$ cat src/rtl/wb_ctl_bridge.sv
// Wishbone slave front end: opcode register at window word 0, remaining words
// forwarded to a backend over valid/ready handshakes. Optional macro: WB_CTL_ERR_EN.
module wb_ctl_bridge #(
  parameter logic [31:0] BASE_ADDR = 32'h3000_0000,
  parameter int          NUM_WORDS = 256,
  parameter int          ADDR_W    = 8,
  parameter int          DATA_W    = 32,
  parameter int          TIMEOUT   = 255
) (
  input  logic                wb_clk_i,
  input  logic                wb_rst_ni,
  input  logic                wbs_stb_i,
  input  logic                wbs_cyc_i,
  input  logic                wbs_we_i,
  input  logic [DATA_W/8-1:0] wbs_sel_i,
  input  logic [DATA_W-1:0]   wbs_dat_i,
  input  logic [31:0]         wbs_adr_i,
  output logic                wbs_ack_o,
  output logic [DATA_W-1:0]   wbs_dat_o,
`ifdef WB_CTL_ERR_EN
  output logic                wbs_err_o,
`endif
  output logic                config_en,
  output logic [DATA_W-1:0]   opcode_o,
  output logic                be_req_valid,
  input  logic                be_req_ready,
  output logic                be_we,
  output logic [ADDR_W-1:0]   be_addr,
  output logic [DATA_W-1:0]   be_wdata,
  output logic [DATA_W/8-1:0] be_sel,
  input  logic                be_rsp_valid,
  input  logic [DATA_W-1:0]   be_rdata
);

  localparam int NB = DATA_W / 8;
  localparam int TW = (TIMEOUT > 0) ? $clog2(TIMEOUT + 1) : 1;
  localparam logic [TW-1:0] TO_LAST = (TIMEOUT > 0) ? TW'(TIMEOUT - 1) : '0;
  localparam logic [32:0] WIN_LO = {1'b0, BASE_ADDR} + 33'd4;
  localparam logic [32:0] WIN_HI = {1'b0, BASE_ADDR} + 33'(4 * (NUM_WORDS + 1));

  typedef enum logic [1:0] {S_IDLE, S_REQ, S_WAIT, S_ACK} state_t;

  state_t            r_state, w_state_nxt;
  logic [TW-1:0]     r_timer;
  logic              r_abort;
  logic [DATA_W-1:0] r_rdata;
  logic [31:0]       w_word, w_off;
  logic              w_cyc_stb, w_hit_opc, w_hit_win, w_timeout;
  logic              w_start_opc, w_start_win, w_start_miss, w_take_rsp, w_timeout_hit;

  assign w_cyc_stb = wbs_cyc_i & wbs_stb_i;
  assign w_word    = {wbs_adr_i[31:2], 2'b00};
  assign w_off     = w_word - BASE_ADDR - 32'd4;
  assign w_hit_opc = (w_word == BASE_ADDR);
  assign w_hit_win = ({1'b0, w_word} >= WIN_LO) && ({1'b0, w_word} < WIN_HI);
  assign w_timeout = (TIMEOUT != 0) && (r_timer == TO_LAST);
  assign config_en = w_cyc_stb && (wbs_adr_i == BASE_ADDR);

  always_ff @(posedge wb_clk_i or negedge wb_rst_ni) begin
    if (!wb_rst_ni) r_state <= S_IDLE;
    // NOTE: registers update with <= so every flop samples pre-edge values.
    else            r_state <= w_state_nxt;
  end

  always_comb begin
    // NOTE: every output of this block gets a default first, so no latches form.
    w_state_nxt   = r_state;
    w_start_opc   = 1'b0;
    w_start_win   = 1'b0;
    w_start_miss  = 1'b0;
    w_take_rsp    = 1'b0;
    w_timeout_hit = 1'b0;
    case (r_state)
      S_IDLE: begin
        if (w_cyc_stb) begin
          if (w_hit_opc) begin
            w_start_opc = 1'b1;
            w_state_nxt = S_ACK;
          end else if (w_hit_win) begin
            w_start_win = 1'b1;
            w_state_nxt = S_REQ;
          end else begin
            w_start_miss = 1'b1;
            w_state_nxt  = S_ACK;
          end
        end
      end
      S_REQ: begin
        // A completed handshake stands even if the master gives up in that cycle.
        if (be_req_ready) begin
          if (be_we) w_state_nxt = wbs_cyc_i ? S_ACK : S_IDLE;
          else       w_state_nxt = S_WAIT;
        end else if (!wbs_cyc_i) begin
          w_state_nxt = S_IDLE;
        end else if (w_timeout) begin
          w_timeout_hit = 1'b1;
          w_state_nxt   = S_ACK;
        end
      end
      S_WAIT: begin
        if (be_rsp_valid) begin
          w_take_rsp  = 1'b1;
          w_state_nxt = (r_abort || !wbs_cyc_i) ? S_IDLE : S_ACK;
        end else if (w_timeout) begin
          w_timeout_hit = 1'b1;
          w_state_nxt   = (r_abort || !wbs_cyc_i) ? S_IDLE : S_ACK;
        end
      end
      S_ACK:   w_state_nxt = S_IDLE;
      default: w_state_nxt = S_IDLE;
    endcase
  end

  always_ff @(posedge wb_clk_i or negedge wb_rst_ni) begin
    if (!wb_rst_ni) begin
      opcode_o <= '0;
      be_we    <= 1'b0;
      be_addr  <= '0;
      be_wdata <= '0;
      be_sel   <= '0;
      r_rdata  <= '0;
      r_timer  <= '0;
      r_abort  <= 1'b0;
    end else begin
      if (w_start_opc && wbs_we_i) begin
        for (int b = 0; b < NB; b++)
          if (wbs_sel_i[b]) opcode_o[b*8 +: 8] <= wbs_dat_i[b*8 +: 8];
      end
      if (w_start_win) begin
        be_we    <= wbs_we_i;
        be_addr  <= ADDR_W'(w_off >> 2);
        be_wdata <= wbs_dat_i;
        be_sel   <= wbs_sel_i;
      end
      if (w_start_opc)                                     r_rdata <= wbs_we_i ? '0 : opcode_o;
      else if (w_start_win || w_start_miss || w_timeout_hit) r_rdata <= '0;
      else if (w_take_rsp)                                 r_rdata <= be_rdata;
      if (w_start_win)                                     r_timer <= '0;
      else if (r_state == S_REQ || r_state == S_WAIT)      r_timer <= r_timer + 1'b1;
      // Once the master leaves mid-read, the eventual response is swallowed.
      r_abort <= (w_state_nxt == S_WAIT) && (r_abort || !wbs_cyc_i);
    end
  end

  assign be_req_valid = (r_state == S_REQ);

`ifdef WB_CTL_ERR_EN
  logic r_err;
  always_ff @(posedge wb_clk_i or negedge wb_rst_ni) begin
    if (!wb_rst_ni) r_err <= 1'b0;
    else            r_err <= w_start_miss | w_timeout_hit;
  end
  assign wbs_ack_o = (r_state == S_ACK) && !r_err;
  assign wbs_err_o = (r_state == S_ACK) && r_err;
`else
  assign wbs_ack_o = (r_state == S_ACK);
`endif

  assign wbs_dat_o = wbs_ack_o ? r_rdata : '0;

endmodule

$ cat config.mk
export PLATFORM = sky130hd
export DESIGN_NAME = wb_ctl_bridge
export DESIGN_NICKNAME = d
export VERILOG_FILES = /design/src/rtl/wb_ctl_bridge.sv
export SDC_FILE = /design/constraint.sdc
export NUM_CORES = 1
export LEC_CHECK = 0
export CORE_MARGIN = 2
export CORE_UTILIZATION = 48
export DETAILED_ROUTE_END_ITERATION = 6
export PLACE_DENSITY = 0.87
export SLEW_MARGIN = 15
export SYNTH_ARGS = -nofsm -noshare
export SYNTH_HDL_FRONTEND = slang
export SYNTH_SLANG_ARGS = --single-unit
$ cat constraint.sdc
create_clock -name wb_clk_i -period 5.59 [get_ports wb_clk_i]
set_input_delay 1.118 -clock wb_clk_i [delete_from_list [all_inputs] [get_ports wb_clk_i]]
set_output_delay 1.118 -clock wb_clk_i [all_outputs]
set_load 0.1 [all_outputs]
==> results.json <==
{
  "grt_pass1_vias": 4883,
  "path_cells": "ha_1, and2_1, clkdlybuf4s50_1",
  "r2r-start": "r_state[1]$_DFF_PN0_",
  "h-tree-depth": 4,
  "multiInputGateArea_sq_um": 2500,
  "clock.fmax_ghz": 0.235,
  "p_total_uw": 3430,
  "num_rows": 39,
  "grt_setup_unrepaired": "false",
  "fin_nets": 788,
  "portBuffers": 218,
  "initial_core_util_pct": 49.3,
  "first_pass_iters": 4,
  "min_to": "be_addr[6]$_DFFE_PN0N_",
  "viasPerCell": 5.63,
  "syn_inst": 454,
  "drt_iter0_markers": 269,
  "drv_slew": 0,
  "clock_latency_ps": 400,
  "routabilityCongestion": 0.913,
  "cp-start-kind": "register",
  "dp_cells": 796,
  "worstMarginPinSlew_ps": 1060,
  "crit_type": "reg2out",
  "ctsResizeCount": 0,
  "slowest_stage": "clkdlybuf4s50_1",
  "ys_seq_area_share_pct": 53.3,
  "wire_per_inst_um": 19.9,
  "finalCritPeriodShare_pct": 76.3,
  "mostFrequentLayoutCell": "clkdlybuf4s50_1",
  "fin_skew_ps": 17.5,
  "n_antenna_cell": 0,
  "setup_tns_ps": 0,
  "die_y_um": 112,
  "end_kind": "output pin",
  "grt_usage_pct": 26.3,
  "synth.distinct_cells": 40,
  "status": "completed",
  "setup_viol": 0,
  "antenna_found_initial": 0,
  "fin_crit_ps": 4260,
  "fp.dieW_um": 112,
  "netlist_top_cells_area": "dfrtp_1 53%, mux2_2 14%, a2bb2oi_1 5.0%, nand3b_1 4.3%, and2_1 3.6%",
  "synth_top_area_share_pct": 53.3,
  "relSlewSlack_pct": 29.6,
  "drive_gt1_share_pct": 17.8,
  "utilization_pct": 74.6,
  "dpl.hpwl_um": 11600,
  "layout.cells.non_filler": 827,
  "peakVddDrop_v": 0.000245,
  "dieArea_sq_um": 12600,
  "routed_wl_um": 16400,
  "critical-path-top-delay-family": "buffers and inverters",
  "finish.instance_area_sq_um": 8520,
  "holdCritStartpoint": "be_addr[6]$_DFFE_PN0N_",
  "seqCellArea_sq_um": 3000,
  "reg2reg_depth": 8,
  "p_leak_uw": 0.00371,
  "arrival_ps": 3150,
  "gr-total-overflow": 0,
  "cp_max_fo": 33,
  "vias": 4660,
  "drc": 0,
  "hold_viol": 0,
  "syn_to_final_growth_pct": 51.2,
  "synthesis.area_sq_um": 5630,
  "final_cell_mix": "216 x clkdlybuf4s50_1, 120 x dfrtp_1, 71 x mux2_2",
  "ios": 219,
  "cts_made_buffers": 17,
  "hold_path_class": "reg2reg",
  "required_ps": 4470,
  "grt_max_degree": 77,
  "fillers": 746,
  "synth_warnings": 0,
  "syn-num-nets": 570,
  "maxCapViolations": 0,
  "synth_top_area_cell": "dfrtp_1",
  "cts_root_buf": "clkbuf_16",
  "cts_setup_buffers": 0,
  "min_delay_path_depth": 1,
  "placed_area_sq_um": 7930,
  "critPathMaxStageDelay_ps": 1150,
  "regToRegSetupSlack_ps": 2550,
  "r2r-end": "be_wdata[8]$_DFFE_PN0N_",
  "clock_sinks": 120,
  "ys_ff_latch": 120,
  "cts.path.max_buffers": 2,
  "worst-path-buf-inv": 1,
  "ant_nets": 0,
  "holdBufCountCts": 0,
  "clk_pin_slew_ps": 50,
  "cts_tree": "yes",
  "p_per_area_nw_per_um2": 403,
  "avgSynthCellArea_sq_um": 12.4,
  "grt_pass1_wl_um": 26200,
  "core_area_sq_um": 11400
}
## state kept, by name, summed over array words and instances (netlist names)
register,cells
be_sel,4
be_we,1
be_wdata,32
r_abort,1
be_addr,8
r_timer,8
opcode_o,32
r_rdata,32
r_state,2
## worst max path at each step
stage          slack [ps]  depth (start not counted)                  from                      end
3_3_place_gp         1560                          5         wbs_adr_i[15]                config_en
6_report             1330                          3  r_state[1]$_DFF_PN0_             wbs_dat_o[6]
5_1_grt              1180                          3  r_state[1]$_DFF_PN0_            wbs_dat_o[18]
2_1_floorplan         940                          3         wbs_adr_i[15]                config_en
3_5_place_dp         1420                          6          be_rsp_valid  r_rdata[23]$_DFFE_PN0P_
4_1_cts              1280                          3  r_state[1]$_DFF_PN0_            wbs_dat_o[29]
## cell usage after synthesis, drive strengths merged
| library cell | number |
|---|---|
| dfrtp | 120 |
| mux2 | 76 |
| o21ai | 33 |
| a2bb2oi | 32 |
| and2 | 32 |
| nand3b | 32 |
| clkbuf | 20 |
| nor2 | 17 |
| nand2 | 10 |
| ha | 9 |
| nand3 | 8 |
| nor4 | 7 |
| xnor2 | 7 |
| inv | 6 |
| xor2 | 6 |
| buf | 5 |
| nor3 | 5 |
| nand4 | 4 |
| and3 | 3 |
| a211oi | 2 |
| a31oi | 2 |
| nand4b | 2 |
| nor2b | 2 |
| o311a | 2 |
| o31ai | 2 |
| or3 | 2 |
| a2111oi | 1 |
| a21o | 1 |
| a311oi | 1 |
| mux2i | 1 |
| nand2b | 1 |
| nor3b | 1 |
| nor4bb | 1 |
| o21a | 1 |
## cell families (layout without fill, tap and decap cells)
kind of cell    after synthesis  count (layout)  synth area share, %
compound gates               77              77                 9.93
flops                       120             120                 53.3
buf+inv                      31             261                 2.66
xor+xnor                     13              13                 2.02
simple gates                127             127                 14.7
mux                          77              77                 15.4
fa+ha+maj                     9               9                 2.00
## cell type report
cell class              count  area share [%]
flip-flops and latches    120            35.3
multi-input cells         303            29.4
inverters                   6           0.264
repair buffers            224            26.1
clock buffers              18            5.04
clock inverters            13            1.84
well taps                 143            2.10
## per-layer routing
metal	routed length [um]	track usage (%)	vias to the layer above
met1	6570	31.0	2365
met4	192	7.24	0
met3	1260	8.15	17
met2	8420	46.7	198
met5	0	0	-
li1	-	-	2080
## stage by stage
| step | worst slack, ps | hold WS, ps |
|---|---|---|
| 2_1_floorplan | 944 | 497 |
| 6_report | 1330 | 485 |
| 3_3_place_gp | 1560 | 470 |
| 4_1_cts | 1280 | 486 |
| 5_1_grt | 1180 | 506 |
| 3_5_place_dp | 1420 | 474 |
## where the power goes
group / switching [uW] / leakage (uW) / internal, uW
clock network: 380 / 0.000274 / 694
registers: 114 / 0.00157 / 1030
logic: 783 / 0.00186 / 430
Power figures use the tool's default switching activity.
